<file path="src/rtl/bpu_pkg.sv">
`default_nettype none
// ============================================================================
// Module      : bpu_pkg
// Description : Shared types for the BPU write-port controller: 2-bit
//               likelihood encodings, flush FSM states, counter update
//               function, saturating stat adder and index width helper.
// Revision    : 1.0 - initial release
// ============================================================================
package bpu_pkg;

    localparam logic [1:0] CNT_SNT = 2'b00;  // strongly not-taken
    localparam logic [1:0] CNT_WNT = 2'b01;  // weakly not-taken
    localparam logic [1:0] CNT_WT  = 2'b10;  // weakly taken
    localparam logic [1:0] CNT_ST  = 2'b11;  // strongly taken

    typedef enum logic [1:0] {
        FL_IDLE  = 2'd0,
        FL_FLUSH = 2'd1,
        FL_DONE  = 2'd2
    } flush_state_t;

    // Index width for a table of n entries (at least one bit).
    function automatic int idx_width(input int n);
        return (n <= 2) ? 1 : $clog2(n);
    endfunction

    // Likelihood counter step; a weak-taken miss falls all the way to SNT,
    // and a taken hit from WNT jumps straight to ST.
    function automatic logic [1:0] next_cnt(input logic [1:0] cnt, input logic taken);
        logic [1:0] res;
        case (cnt)
            CNT_SNT: res = taken ? CNT_WNT : CNT_SNT;
            CNT_WNT: res = taken ? CNT_ST  : CNT_SNT;
            CNT_WT:  res = taken ? CNT_ST  : CNT_SNT;
            default: res = taken ? CNT_ST  : CNT_WT;
        endcase
        return res;
    endfunction

    // 32-bit add that sticks at all-ones instead of wrapping.
    function automatic logic [31:0] sat_add(input logic [31:0] a, input logic [1:0] inc);
        logic [32:0] sum;
        sum = {1'b0, a} + {31'd0, inc};
        return sum[32] ? 32'hFFFF_FFFF : sum[31:0];
    endfunction

endpackage
`default_nettype wire

</file>
<file path="src/rtl/bpu_flush_seq.sv">
`default_nettype none
// ============================================================================
// Module      : bpu_flush_seq
// Description : IDLE/FLUSH/DONE sequencer for the whole-table invalidate
//               sweep. idx is the entry being cleared this cycle; sweep_we
//               tells the arbiter a clearing write must be launched now.
// Revision    : 1.0 - initial release
// ============================================================================
module bpu_flush_seq
    import bpu_pkg::*;
#(
    parameter  int ENTRY_NUM = 64,
    localparam int IDX_W     = idx_width(ENTRY_NUM)
) (
    input  logic             clk,
    input  logic             rst,
    input  logic             stall,
    input  logic             flush_req,
    output logic             busy,
    output logic             done,
    output logic [IDX_W-1:0] idx,
    output logic             sweep_we
);

    localparam logic [IDX_W-1:0] LAST_IDX = IDX_W'(ENTRY_NUM - 1);

    flush_state_t state;

    // A write is needed on accepting a request, and for every index after the current one.
    assign sweep_we = ((state == FL_IDLE) && flush_req) ||
                      ((state == FL_FLUSH) && (idx != LAST_IDX));

    // Sweep FSM with registered busy/done; stall freezes everything.
    always_ff @(posedge clk) begin
        if (rst) begin
            state <= FL_IDLE;
            idx   <= '0;
            busy  <= 1'b0;
            done  <= 1'b0;
        end else if (!stall) begin
            case (state)
                FL_IDLE: begin
                    if (flush_req) begin
                        state <= FL_FLUSH;
                        idx   <= '0;
                        busy  <= 1'b1;
                    end
                end
                FL_FLUSH: begin
                    if (idx == LAST_IDX) begin
                        state <= FL_DONE;
                        busy  <= 1'b0;
                        done  <= 1'b1;
                    end else begin
                        idx <= idx + IDX_W'(1);
                    end
                end
                FL_DONE: begin
                    state <= FL_IDLE;
                    done  <= 1'b0;
                end
                default: begin
                    state <= FL_IDLE;
                    busy  <= 1'b0;
                    done  <= 1'b0;
                end
            endcase
        end
    end

endmodule
`default_nettype wire

</file>
<file path="src/rtl/bpu_wr_ctrl.sv">
`default_nettype none
// ============================================================================
// Module      : bpu_wr_ctrl
// Description : Single write-port arbiter for the BPU tag/target/counter
//               tables: flush sweep, decode allocation (round-robin pointer),
//               execute counter update with a one-deep replay buffer.
//               Define BPU_STATS_EN to build the saturating stat counters;
//               otherwise stat_* read as zero.
// Revision    : 1.0 - initial release
// ============================================================================
module bpu_wr_ctrl
    import bpu_pkg::*;
#(
    parameter  int ENTRY_NUM = 64,
    parameter  int XLEN      = 32,
    localparam int IDX_W     = idx_width(ENTRY_NUM)
) (
    input  logic             clk_i,
    input  logic             rst_i,
    input  logic             stall_i,
    input  logic             alloc_req_i,
    input  logic [XLEN-1:0]  alloc_pc_i,
    input  logic [XLEN-1:0]  alloc_target_i,
    input  logic             alloc_taken_i,
    input  logic             upd_req_i,
    input  logic [IDX_W-1:0] upd_idx_i,
    input  logic [1:0]       upd_cnt_i,
    input  logic             upd_taken_i,
    input  logic             flush_req_i,
    output logic             flush_busy_o,
    output logic             flush_done_o,
    output logic             tbl_we_o,
    output logic [IDX_W-1:0] tbl_waddr_o,
    output logic             tbl_wvalid_o,
    output logic             tbl_wtag_we_o,
    output logic [XLEN-1:0]  tbl_wtag_o,
    output logic [XLEN-1:0]  tbl_wtarget_o,
    output logic [1:0]       tbl_wcnt_o,
    output logic [31:0]      stat_alloc_o,
    output logic [31:0]      stat_upd_o,
    output logic [31:0]      stat_drop_o
);

    logic             sweep_we;
    logic [IDX_W-1:0] sweep_idx;
    logic             blocked;

    logic [IDX_W-1:0] alloc_ptr, ptr_nxt;
    logic             buf_valid, buf_valid_nxt;
    logic [IDX_W-1:0] buf_idx, buf_idx_nxt;
    logic [1:0]       buf_cnt, buf_cnt_nxt;

    logic             wr_we, wr_valid, wr_tag_we;
    logic [IDX_W-1:0] wr_addr;
    logic [XLEN-1:0]  wr_tag, wr_target;
    logic [1:0]       wr_cnt, upd_cnt_new;
    logic             inc_alloc, inc_upd;
    logic [1:0]       inc_drop;

    bpu_flush_seq #(.ENTRY_NUM(ENTRY_NUM)) u_flush_seq (
        .clk       (clk_i),
        .rst       (rst_i),
        .stall     (stall_i),
        .flush_req (flush_req_i),
        .busy      (flush_busy_o),
        .done      (flush_done_o),
        .idx       (sweep_idx),
        .sweep_we  (sweep_we)
    );

    // Requests arriving with an accepted flush, or during FLUSH/DONE, lose the port.
    assign blocked = flush_busy_o || flush_done_o || flush_req_i;

    // Arbitration: sweep, then allocation, then replay, then fresh update.
    always_comb begin
        wr_we         = 1'b0;
        wr_addr       = '0;
        wr_valid      = 1'b0;
        wr_tag_we     = 1'b0;
        wr_tag        = '0;
        wr_target     = '0;
        wr_cnt        = CNT_SNT;
        ptr_nxt       = alloc_ptr;
        buf_valid_nxt = buf_valid;
        buf_idx_nxt   = buf_idx;
        buf_cnt_nxt   = buf_cnt;
        inc_alloc     = 1'b0;
        inc_upd       = 1'b0;
        inc_drop      = 2'd0;
        upd_cnt_new   = next_cnt(upd_cnt_i, upd_taken_i);

        if (blocked) begin
            buf_valid_nxt = 1'b0;
            inc_drop      = {1'b0, alloc_req_i} + {1'b0, upd_req_i};
            if (sweep_we) begin
                wr_we     = 1'b1;
                wr_addr   = flush_busy_o ? (sweep_idx + IDX_W'(1)) : '0;
                wr_tag_we = 1'b1;
            end
            if (flush_done_o) begin
                ptr_nxt = '0;
            end
        end else if (alloc_req_i) begin
            wr_we     = 1'b1;
            wr_addr   = alloc_ptr;
            wr_valid  = 1'b1;
            wr_tag_we = 1'b1;
            wr_tag    = alloc_pc_i;
            wr_target = alloc_target_i;
            wr_cnt    = {alloc_taken_i, alloc_taken_i};
            ptr_nxt   = alloc_ptr + IDX_W'(1);
            inc_alloc = 1'b1;
            if (upd_req_i) begin
                // Colliding update parks; any older parked update is lost.
                buf_valid_nxt = 1'b1;
                buf_idx_nxt   = upd_idx_i;
                buf_cnt_nxt   = upd_cnt_new;
                inc_drop      = {1'b0, buf_valid};
            end else if (buf_valid && (buf_idx == alloc_ptr)) begin
                // Entry is being reallocated; its stale counter must not land.
                buf_valid_nxt = 1'b0;
                inc_drop      = 2'd1;
            end
        end else if (buf_valid) begin
            wr_we    = 1'b1;
            wr_addr  = buf_idx;
            wr_valid = 1'b1;
            wr_cnt   = buf_cnt;
            inc_upd  = 1'b1;
            if (upd_req_i) begin
                buf_idx_nxt = upd_idx_i;
                buf_cnt_nxt = upd_cnt_new;
            end else begin
                buf_valid_nxt = 1'b0;
            end
        end else if (upd_req_i) begin
            wr_we    = 1'b1;
            wr_addr  = upd_idx_i;
            wr_valid = 1'b1;
            wr_cnt   = upd_cnt_new;
            inc_upd  = 1'b1;
        end
    end

    // Registered write port, pointer and replay buffer; stall blanks the write and holds state.
    always_ff @(posedge clk_i) begin
        if (rst_i) begin
            tbl_we_o      <= 1'b0;
            tbl_waddr_o   <= '0;
            tbl_wvalid_o  <= 1'b0;
            tbl_wtag_we_o <= 1'b0;
            tbl_wtag_o    <= '0;
            tbl_wtarget_o <= '0;
            tbl_wcnt_o    <= CNT_SNT;
            alloc_ptr     <= '0;
            buf_valid     <= 1'b0;
            buf_idx       <= '0;
            buf_cnt       <= CNT_SNT;
        end else if (stall_i) begin
            tbl_we_o <= 1'b0;
        end else begin
            tbl_we_o      <= wr_we;
            tbl_waddr_o   <= wr_addr;
            tbl_wvalid_o  <= wr_valid;
            tbl_wtag_we_o <= wr_tag_we;
            tbl_wtag_o    <= wr_tag;
            tbl_wtarget_o <= wr_target;
            tbl_wcnt_o    <= wr_cnt;
            alloc_ptr     <= ptr_nxt;
            buf_valid     <= buf_valid_nxt;
            buf_idx       <= buf_idx_nxt;
            buf_cnt       <= buf_cnt_nxt;
        end
    end

`ifdef BPU_STATS_EN
    logic [31:0] stat_alloc, stat_upd, stat_drop;

    // Saturating event counters, advanced only on unstalled cycles.
    always_ff @(posedge clk_i) begin
        if (rst_i) begin
            stat_alloc <= '0;
            stat_upd   <= '0;
            stat_drop  <= '0;
        end else if (!stall_i) begin
            stat_alloc <= sat_add(stat_alloc, {1'b0, inc_alloc});
            stat_upd   <= sat_add(stat_upd, {1'b0, inc_upd});
            stat_drop  <= sat_add(stat_drop, inc_drop);
        end
    end

    assign stat_alloc_o = stat_alloc;
    assign stat_upd_o   = stat_upd;
    assign stat_drop_o  = stat_drop;
`else
    logic unused_stat_inc;
    assign unused_stat_inc = ^{inc_alloc, inc_upd, inc_drop};
    assign stat_alloc_o    = '0;
    assign stat_upd_o      = '0;
    assign stat_drop_o     = '0;
`endif

endmodule
`default_nettype wire

</file>
<file path="config.mk">
export PLATFORM = sky130hd
export DESIGN_NAME = bpu_wr_ctrl
export DESIGN_NICKNAME = d
export VERILOG_FILES = /design/src/rtl/bpu_pkg.sv /design/src/rtl/bpu_flush_seq.sv /design/src/rtl/bpu_wr_ctrl.sv
export SDC_FILE = /design/constraint.sdc
export NUM_CORES = 1
export LEC_CHECK = 0
export ABC_AREA = 1
export CORE_MARGIN = 10
export CORE_UTILIZATION = 41
export CTS_CLUSTER_DIAMETER = 100
export CTS_CLUSTER_SIZE = 12
export DETAILED_ROUTE_END_ITERATION = 8
export HOLD_SLACK_MARGIN = 0.05
export PLACE_DENSITY_LB_ADDON = 0.05
export RECOVER_POWER = 50
export SLEW_MARGIN = 20
export SYNTH_ARGS = -nofsm -noshare
export SYNTH_HDL_FRONTEND = slang
export SYNTH_SLANG_ARGS = --single-unit
</file>
<file path="constraint.sdc">
create_clock -name clk_i -period 1.9 [get_ports clk_i]
set_clock_uncertainty 0.1 [all_clocks]
set_input_delay 0.285 -clock clk_i [delete_from_list [all_inputs] [get_ports clk_i]]
set_output_delay 0.285 -clock clk_i [all_outputs]
set_load 0.03 [all_outputs]
</file>
# Yosys cells after proc, flatten, opt, wreduce, memory -nomap -nowiden
# Index checks and enable logic that the tools add are counted.
[totals]
out_inout_bits = 173
wordCells = 104
reg_bits = 100
[op_classes]
n_bitwise = 4
reduce_logical = 20
n_eq_ne = 12
addsub = 2
mux = 51
[op_table]
columns = ["cell", "count"]
rows = [
  ["$mux W32", 4],
  ["$mux W6", 14],
  ["$mux W2", 10],
  ["$mux W1", 18],
  ["$add A6 B1 Y6 const B", 2],
  ["$pmux W6 S2", 1],
  ["$reduce_and A3 Y1", 4],
  ["$pmux W2 S2", 2],
  ["$reduce_and A4 Y1", 2],
  ["$eq A6 B6 Y1", 1],
  ["$eq A6 B6 Y1 const B", 1],
  ["$ne A2 B2 Y1 const B", 3],
  ["$ne A6 B6 Y1 const B", 1],
  ["$reduce_bool A2 Y1", 3],
  ["$eq A2 B1 Y1 const B", 2],
  ["$eq A2 B2 Y1 const B", 2],
  ["$logic_not A2 Y1", 2],
  ["$ne A4 B1 Y1 const B", 1],
  ["$not A1 Y1", 4],
  ["$reduce_or A2 Y1", 2],
  ["$logic_and A1 B1 Y1", 3],
  ["$logic_or A1 B1 Y1", 3],
  ["$pmux W1 S3", 1],
  ["$ne A2 B1 Y1 const B", 1],
  ["2 further kinds", 2],
]

# Depth between registers and ports, before layout
# Gate-level depths: netlist of run 1.
[logic_depth]
word_depth = 7
depth_mapped = 10

# Cells and area by module
# From an unflattened synthesis of run 1, not the netlist that was laid out.
[hier_totals]
hier_cells = 696
area_unflattened_um2 = 5181.2
[modules_own_cells]
columns = ["mod", "instances", "area_each_um2", "cells_per_inst"]
rows = [
  ["bpu_wr_ctrl", 1, 4601.9, 609],
  ["bpu_flush_seq", 1, 579.3, 87],
]

# Worst setup path before layout of run 1
# OpenSTA, ideal clock, no wires.
[synth_path]
path_kind = "reg2reg"
startpoint = "register u_flush_seq.busy"
endpoint = "register tbl_wtag_o[20]"
t_arrival_ns = 1.347
setup_slack_ns = 0.336
period_less_slack_ns = 1.564
path_stages_with_launch = 9
setup_ns = 0.117
path_cell_list = "dfxtp_1 -> inv_2 -> nand3_4 -> inv_4 -> nand2_4 -> nand2_2 -> nand2_4 -> buf_6 -> nor3_2"
[synth_via]
elab_chain_cells = 3
[synth_rtl]
columns = ["item", "line_no", "source"]
rows = [
  ["from (decl)", "bpu_flush_seq.sv:19", "output logic busy,"],
  ["from (signal assigned)", "bpu_flush_seq.sv:38", "busy <= 1'b0;"],
  ["from (signal assigned)", "bpu_flush_seq.sv:46", "busy <= 1'b1;"],
  ["from (signal assigned)", "bpu_flush_seq.sv:52", "busy <= 1'b0;"],
  ["$logic_or A1 B1 Y1 (2 in a row)", "bpu_wr_ctrl.sv:72", "assign blocked = flush_busy_o || flush_done_o || flush_req_i;"],
  ["$mux W32", "bpu_wr_ctrl.sv:92", "if (blocked) begin"],
  ["to (signal assigned)", "bpu_wr_ctrl.sv:166", "tbl_wtag_o <= wr_tag;"],
  ["to (decl)", "bpu_wr_ctrl.sv:36", "output logic [XLEN-1:0] tbl_wtag_o,"],
]
# No other way between the ends.
# A chain may end at the register's enable or synchronous reset.

# Final worst setup path of run 1
[layout_path]
startpoint = "register tbl_wtarget_o[7]"
endpoint = "output tbl_wtarget_o[7]"
[layout_lines]
columns = ["item", "line_no", "source"]
rows = [
  ["from (decl)", "bpu_wr_ctrl.sv:37", "output logic [XLEN-1:0] tbl_wtarget_o,"],
  ["from (signal assigned)", "bpu_wr_ctrl.sv:167", "tbl_wtarget_o <= wr_target;"],
]
# No word-level cell between the ends.

==> impl_metrics.ini, run 1 <==
[power]
p_sw_mw = 1.67
powerDensity_nw_per_um2 = 822
p_leak_nw = 2.80
pwr-share-clk_pct = 35.4
irDropWorstVdd_uv = 377
switching_share_pct = 30.7
power_frac_comb_pct = 22.8
sequentialPowerShare_pct = 41.8
power.internal_mw = 3.77

[critical_path]
crit_family = buffers and inverters
cp_num_buf_inv = 1
crit_chain = clkdlybuf4s50_1
r2r_slack_ns = 0.15
startpoint_type = register
critPathSlowestCell = clkdlybuf4s50_1
worstPathRequired_ns = 1.51
cp_slowest_stage_delay_ns = 0.72
cp_max_fo = 2
critPathKind = register to primary output
cp_data_arrival_time_ns = 1.41
critical_path.endpoint_type = primary output

[clock_network]
cts_tree = done
clock_latency_ns = 0.35
post-cts-setup-buffer-count = 0
cts_buffers = 9
cts_max_path_buffers = 2
cts.sinks = 100
cts_root_buf = clkbuf_16
clk_pin_slew_ns = 0.07
cts_hold_buf = 0
htreeDepth = 3

[grt]
grt_pass1_vias = 4430
grt_max_degree = 52
antenna_found_initial = 0
grt_usage_pct = 16.3
grt_pass1_wl_um = 23700
overflow = 0

[detailed_routing]
firstDrtPassIters = 4
wire_per_inst_um = 14.9
vias_per_cell = 4.40
vias = 4337
drt_iter0_markers = 258
postRouteAntennaNets = 0
drt_wl_total_um = 14700
drt_drc_violations_left = 0

[placed_design]
dpl.hpwl_um = 11400
place.gp.congestion = 0.878
dp_cells = 969
io_buffers = 156
postPlaceCellArea_um2 = 6610
dp_slack_ns = 0.0444

[yosys]
yosys_warnings = 0
yosysUniqueCellTypes = 35
synth_cells = 650
yosysSeqAreaShare_pct = 38.6
synth.cell_area_um2 = 5180
synth_edf_count = 0
dominantRegCellSynth = dfxtp_1
async_flop_share_pct = 0
synth_seq_cells = 100
synth_area_per_cell_um2 = 7.98

[layout]
final_cell_mix = clkdlybuf4s50_1, nor2_1, dfxtp_1
nNetsFinal = 891
num_antenna_cells = 0
stdcell_area_um2 = 6620
instances_no_fill = 985
area_growth_pct = 27.7
fillers = 1232
mostFrequentLayoutCell = clkdlybuf4s50_1
layout-drive-gt1-share_pct = 7.75

[worst_hold_path]
hold_path.class = input pin to register

[timing]
final.setup.tns_ns = 0
fin_crit_ns = 1.79
hold_ws_ns = 0.326
rsz0062_at_grt = no
fmax_mhz = 558
hold_viol_final = 0
setup_slack_ns = 0.108
drv_slew = 0
finalCritPeriodShare_pct = 94.3
finalSetupViolCount = 0

[floorplan]
num_rows = 41
coreArea_um2 = 12500
die_x_um = 132
design.die.area_um2 = 17500
die_height_um = 132
io_pins = 253
start_util_pct = 41.4

[outcome]
status = completed

[run]
maxCapViolCount = 0
## layer usage
metal	routed length (um)	part of all wire (%)	up-vias	GRT usage [%]
li1	-	-	2201	-
met1	5770	39	1946	17.9
met2	6780	46	168	25.4
met3	1820	12	22	9.24
met4	297	2.0	0	6.66
met5	0	0	-	0
## area by class of cell
class                   count  area, um2  area share, %
clock inverters             3       43.8          0.662
clock buffers              13        270           4.08
inverters                  34        130           1.97
multi-input cells         486       2250           34.0
flip-flops and latches    100       2000           30.2
repair buffers            177       1710           25.8
well taps                 172        215           3.25
## flip-flops by register name (all words and copies together), names as in the netlist, 2 cells and up
| name | flops |
|---|---|
| alloc_ptr | 6 |
| buf_cnt | 2 |
| buf_idx | 6 |
| tbl_waddr_o | 6 |
| tbl_wcnt_o | 2 |
| tbl_wtag_o | 32 |
| tbl_wtarget_o | 32 |
| u_flush_seq.idx | 6 |
| u_flush_seq.state | 2 |
## what timing repair did
item / in CTS / in global routing
gates resized for setup: 1 / 1
pin swaps: 0 / 0
gates cloned: 0 / 0
setup endpoints to repair: 1 / 1
## metrics by stage
stage / power (mW) / utilization (%)
after CTS: 5.56 / 55.3
after detailed placement: 3.62 / 52.8
after global placement: 3.61 / 52.8
after global routing: 5.69 / 52.9
after floorplan: 3.30 / -
final: 5.44 / 52.9
## Yosys cell counts, types with 7 or more instances
cell	number	share of area (%)
dfxtp_1	100	39
buf_2	11	1.1
buf_4	96	14
a21oi_1	38	3.7
clkbuf_1	11	0.80
buf_6	7	1.5
nand3_1	15	1.4
inv_1	28	2.0
nand2_1	56	4.1
nor3_2	60	12
o21ai_0	27	2.6
nor2_1	150	11
## cells by family (layout without fill, tap and decap cells)
group / Yosys count / in the layout / share of synthesized area (%)
DFF: 100 / 100 / 38.6
xor gates and xnor gates: 6 / 6 / 1.01
and+or+nand+nor: 297 / 297 / 30.7
AOI/OAI and AO/OA: 84 / 84 / 9.12
buffers and inverters: 159 / 227 / 19.8
other: 1 / 96 / 0.0723
adders and majority gates: 3 / 3 / 0.724
## final timing paths
check / depth (start not counted) / start / end
max: 1 / tbl_wtarget_o[7] / tbl_wtarget_o[7]
min: 5 / stall_i / buf_valid
max reg2reg: 8 / u_flush_seq.busy / alloc_ptr[3]
min reg2reg: 2 / tbl_wcnt_o[0] / tbl_wcnt_o[0]
## power by group through the flow
| stage | Sequential (mW) | Combinational (mW) | Clock [mW] |
|---|---|---|---|
| floorplan | 2.49 | 0.805 | 0 |
| global placement | 2.31 | 1.30 | 0 |
| detailed placement | 2.32 | 1.30 | 0 |
| CTS | 2.27 | 1.31 | 1.98 |
| global route | 2.29 | 1.34 | 2.07 |
| finish | 2.27 | 1.24 | 1.93 |
No activity file was read; power rests on OpenSTA's default activity.
==> run 2, diff against run 1 <==
- CORE_ASPECT_RATIO: unset -> 1.1
- CORE_UTILIZATION: 41 -> 37
- clock period: 1.9 -> 1.53 ns (I/O delays scaled with it)
==> run 2 against run 1 <==
  * Hold slack lost 0.18 ns
  * Design area rose by 6.2%
  * Setup slack lost 0.067 ns
  * Final cell count increased by 3.2%
  * Die area increased by 9.2%
  * Sequential power up 24%
  * Critical path depth is 6 higher
  * Register-to-register slack got worse by 0.07 ns
  * First-iteration DRC count down 36%
  * Wire length increased by 1.9%
  * Via count increased by 1.9%
  * Combinational power rose by 30%
==> impl_metrics.ini, run 2 (synthesis results as in run 1) <==
[outcome]
status = completed

[critical_path]
critPathKind = input pin to register
worstPathRequired_ns = 1.66
cp_num_buf_inv = 3
startpoint_type = input pin
cp_data_arrival_time_ns = 1.61
rr_worst_depth = 7
crit_chain = clkdlybuf4s50_1 > inv_1 > nand3_4 > clkbuf_2 > a21oi_1 > a21oi_1 > a21oi_1
cp_slowest_stage_delay_ns = 0.52
r2r_slack_ns = 0.08
reg2reg_from = u_flush_seq.idx[1]
critPathSlowestCell = clkdlybuf4s50_1
crit_family = buffers and inverters
worst_path_most_repeated_cell = a21oi_1
rr_endpoint = tbl_wtag_we_o
cp_max_fo = 8
critical_path.endpoint_type = register

[clock_network]
cts_hold_buf = 0
cts.sinks = 100
cts_max_path_buffers = 2
htreeDepth = 3
clock_latency_ns = 0.34
cts_root_buf = clkbuf_16
cts_buffers = 9
cts_tree = done
clk_pin_slew_ns = 0.06

[floorplan]
die_height_um = 144
io_pins = 253
die_x_um = 133
design.die.area_um2 = 19200
num_rows = 45
start_util_pct = 37.6
coreArea_um2 = 13800

[timing]
fmax_mhz = 671
worst_slew_pin_slew_ns = 0.546
rsz0062_at_grt = yes
slew-limit-headroom_pct = 63.6
fin_crit_ns = 1.49
hold_viol_final = 0
drv_slew = 0
finalCritPeriodShare_pct = 97.3
finalSetupViolCount = 0

[grt]
grt_pass1_wl_um = 23300
grt_usage_pct = 14.9
grt_pass1_vias = 4504
overflow = 0
antenna_found_initial = 0
grt_max_degree = 60

[detailed_routing]
firstDrtPassIters = 4
drt_wl_total_um = 14900
wire_per_inst_um = 14.7
vias_per_cell = 4.35
drt_drc_violations_left = 0
vias = 4420
drt_iter0_markers = 165
postRouteAntennaNets = 0

[layout]
num_antenna_cells = 0
mostFrequentLayoutCell = nor2_1
area_growth_pct = 35.5
instances_no_fill = 1017
nNetsFinal = 910
final_cell_mix = nor2_1, conb_1, dfxtp_1
stdcell_area_um2 = 7030
top_regs = tbl_wtag_o: 32 flops, tbl_wtarget_o: 32 flops
layout-drive-gt1-share_pct = 17.9

[power]
irDropWorstVdd_uv = 503
total_power_mw = 6.63
powerDensity_nw_per_um2 = 944
p_leak_nw = 3.28

[placed_design]
dpl.hpwl_um = 11700
io_buffers = 156
dp_cells = 1004
place.gp.congestion = 0.872
postPlaceCellArea_um2 = 6790

[worst_hold_path]
hold_start = stall_i
holdPathEnd = u_flush_seq.state[0]
hold_path.class = input pin to register
hold_depth = 3

[run]
maxCapViolCount = 0
[run 2: repair_timing]
item,4_1_cts,5_1_grt
resized for setup,83,15
endpoints found under the setup margin,84,16
setup buffers,0,0
pin swaps,2,3
[run 2: worst max-delay path by stage]
| stage | start | endpoint | slack, ns | cells past startpoint |
|---|---|---|---|---|
| global route | flush_req_i | tbl_waddr_o[2] | -0.009 | 7 |
| detailed placement | upd_req_i | buf_idx[0] | -0.24 | 6 |
| global placement | alloc_req_i | tbl_waddr_o[1] | -0.23 | 7 |
| finish | flush_req_i | tbl_waddr_o[3] | 0.04 | 7 |
| floorplan | u_flush_seq.done | tbl_wtag_o[20] | 0.0007 | 8 |
| CTS | u_flush_seq.idx[0] | u_flush_seq.idx[4] | -0.02 | 7 |
[run 2: worst min-delay path, delay by kind of cell]
family | cells | cell delay (ns)
AO/OA/AOI/OAI | 1 | 0.06
buffers and inverters | 1 | 0.17
AND/OR/NAND/NOR | 1 | 0.08
[run 2: layer usage]
metal	track usage, %	share of wire (%)	vias to the layer above
li1	-	-	2241
met1	16.2	40	2000
met2	24.2	47	161
met3	7.67	11	18
met4	5.74	1.4	0
met5	0	0	-
[run 2: through the flow]
step / hold WS, ns / TNS [ns] / setup slack (ns) / util (%)
after floorplan: 0.199 / 0 / 0.000679 / -
after global placement: 0.374 / -14.65 / -0.233 / 49.2
after detailed placement: 0.372 / -16.72 / -0.244 / 49.2
after CTS: 0.139 / -0.0286 / -0.0199 / 50.6
after global routing: 0.166 / -0.0201 / -0.00924 / 50.9
final: 0.146 / 0 / 0.0407 / 50.9
[run 2: final cells by class]
class,count,area [um2]
tap,188,235
sequential,100,2010
fill,1383,6770
multi-input combinational,486,2570
clock buffer,11,233
timing repair buffer,196,1810
inverter,34,133
clock inverter,2,38.8
[run 2: power breakdown]
part	switching, mW	total [mW]	internal [mW]	leakage [nW]
Sequential	0.0779	2.82	2.74	0.821
Clock	0.961	2.21	1.25	0.132
Combinational	1.07	1.61	0.542	2.33
Total	2.11	6.63	4.53	3.28
==> run 3, diff against run 2 <==
- CORE_UTILIZATION: 37 -> 41
- PLACE_DENSITY: unset -> 0.78
- PLACE_DENSITY_LB_ADDON: 0.05 -> unset
- clock period: 1.53 -> 1.4 ns (I/O delays scaled with it)
==> run 3 against run 2 <==
  * The flow now finishes with violations (negative setup slack)
  * Hold slack improved by 0.071 ns
  * Critical endpoint is now u_flush_seq.idx[2]
  * Flip-flop and latch count unchanged
  * Sequential share of layout area is 0.68 points lower
  * Critical path depth is 1 lower
  * Critical path type is now register to register
  * Non-clock buffer count rose by 13
==> impl_metrics.ini, run 3 (synthesis results as in run 1) <==
[outcome]
status = complete, but fails checks
violations = negative setup slack

[critical_path]
cp_num_buf_inv = 1
crit_family = compound AO/OA/AOI/OAI gates
rr_worst_depth = 6
cp_data_arrival_time_ns = 1.62
crit_start = u_flush_seq.idx[1]
cp_slowest_stage_delay_ns = 0.35
worstPathRequired_ns = 1.55
critPathKind = register to register
endpoint = u_flush_seq.idx[2]
cp_max_fo = 5
r2r_slack_ns = -0.07
startpoint_type = register
cp_num_cells = 6
crit_chain = ha_4 > nand3_4 > o21ai_4 > a21oi_4 > buf_6 > o211a_1
critical_path.endpoint_type = register
critPathSlowestCell = dfxtp_2
rr_endpoint = u_flush_seq.idx[2]
reg2reg_from = u_flush_seq.idx[1]

[timing]
finalCritPeriodShare_pct = 105
hold_viol_final = 0
drv_slew = 0
hold_ws_ns = 0.217
fin_crit_ns = 1.47
rsz0062_at_grt = yes
setup_slack_ns = -0.0741
fmax_mhz = 678
finalSetupViolCount = 14

[worst_hold_path]
hold_path.class = input pin to register

[floorplan]
die_x_um = 127
start_util_pct = 41.5
design.die.area_um2 = 17500
num_rows = 43
die_height_um = 138
io_pins = 253
coreArea_um2 = 12500

[placed_design]
place.gp.congestion = 0.863
io_buffers = 156
dpl.hpwl_um = 11500
postPlaceCellArea_um2 = 6980

[detailed_routing]
top_layer_used = met4
wire_per_inst_um = 14.9
vias = 4591
met3_length_um = 1900
drt_iter0_markers = 148
firstDrtPassIters = 4
met1_length_um = 5490
drt_drc_violations_left = 0
postRouteAntennaNets = 0
vias_per_cell = 4.57
wl_met2_um = 7350
drt_wl_total_um = 15000

[power]
p_leak_nw = 3.32
irDropWorstVdd_uv = 651
total_power_mw = 7.39
powerDensity_nw_per_um2 = 1020

[layout]
nNetsFinal = 924
fillers = 1158
stdcell_area_um2 = 7230
top_regs = tbl_wtag_o: 32 flops, tbl_wtarget_o: 32 flops
area_growth_pct = 39.5
final_cell_mix = nor2_1, conb_1, dfxtp_1
layout-drive-gt1-share_pct = 28.4
mostFrequentLayoutCell = nor2_1

[clock_network]
cts_max_path_buffers = 2
cts_buffers = 9
htreeDepth = 3
cts_hold_buf = 0
clock_latency_ns = 0.35
clk_pin_slew_ns = 0.07
cts.sinks = 100
cts_tree = done
cts_root_buf = clkbuf_16

[grt]
antenna_found_initial = 1
grt_usage_pct = 15.6
grt_max_degree = 65
grt_pass1_wl_um = 22500
overflow = 0
grt_pass1_vias = 4490

[run]
maxCapViolCount = 0
## run 3: changes by cell type in the layout (fill, tap and decap cells not counted), moves of 7 or more
| cell | change |
|---|---|
| dlygate4sd2_1 | -75 |
| clkbuf_2 | +31 |
| clkdlybuf4s15_2 | +14 |
| dlymetal6s2s_1 | +13 |
| clkdlybuf4s15_1 | +7 |
| o21ai_0 | -7 |
| buf_6 | +8 |
| clkbuf_1 | +8 |
## run 3: timing repair
action	4_1_cts	5_1_grt
gates cloned	0	4
resized for setup	146	84
endpoints found under the setup margin	73	129
pin swaps	6	15
buffers inserted	2	5
hold endpoints to repair	0	0
## run 3: power breakdown
group	internal (mW)	switching [mW]
sequential	2.99	0.0860
clock	1.24	1.19
combinational	0.662	1.22
## run 3: final cells by class
cell class                      count  area [um2]  area share [%]
Multi-Input combinational cell    487        2690            37.3
Sequential cell                   100        2020            27.9
Timing Repair Buffer              209        1900            26.3
Clock buffer                        9         225            3.11
Tap cell                          157         196            2.72
Inverter                           34         140            1.94
Clock inverter                      7        57.6           0.796
Antenna cell                        1        2.50          0.0346
## run 3: how the worst min path moves through the flow
stage | from | endpoint | slack [ns] | depth (start not counted)
after detailed placement | tbl_wcnt_o[0] | tbl_wcnt_o[0] | 0.36 | 2
after global placement | tbl_wcnt_o[0] | tbl_wcnt_o[0] | 0.36 | 2
final | upd_req_i | tbl_we_o | 0.22 | 5
after floorplan | rst_i | u_flush_seq.idx[1] | 0.17 | 1
after global routing | upd_req_i | tbl_we_o | 0.25 | 5
after CTS | stall_i | tbl_wtag_o[20] | 0.28 | 4
## run 3: per-stage QoR
step	setup TNS [ns]	utilization (%)	setup slack (ns)	instances
global placement	-26.66	55.9	-0.349	976
floorplan	-0.0548	-	-0.0183	745
global route	-4.96	57.9	-0.136	1003
detailed placement	-28.32	55.9	-0.358	976
CTS	-0.322	58.8	-0.0646	994
finish	-0.441	57.9	-0.0741	1004
## run 3: tightest hold or removal path, stage by stage
cell and delay, ns:
dlymetal6s2s_1 0.15, inv_2 0.08, a21oi_1 0.06, inv_1 0.07
a21oi_2 0.05
## run 3: routing by layer
layer	track usage, %	vias to the layer above
met4	6.01	0
met5	0	-
li1	-	2284
met2	25.4	188
met3	9.02	14
met1	16.5	2105
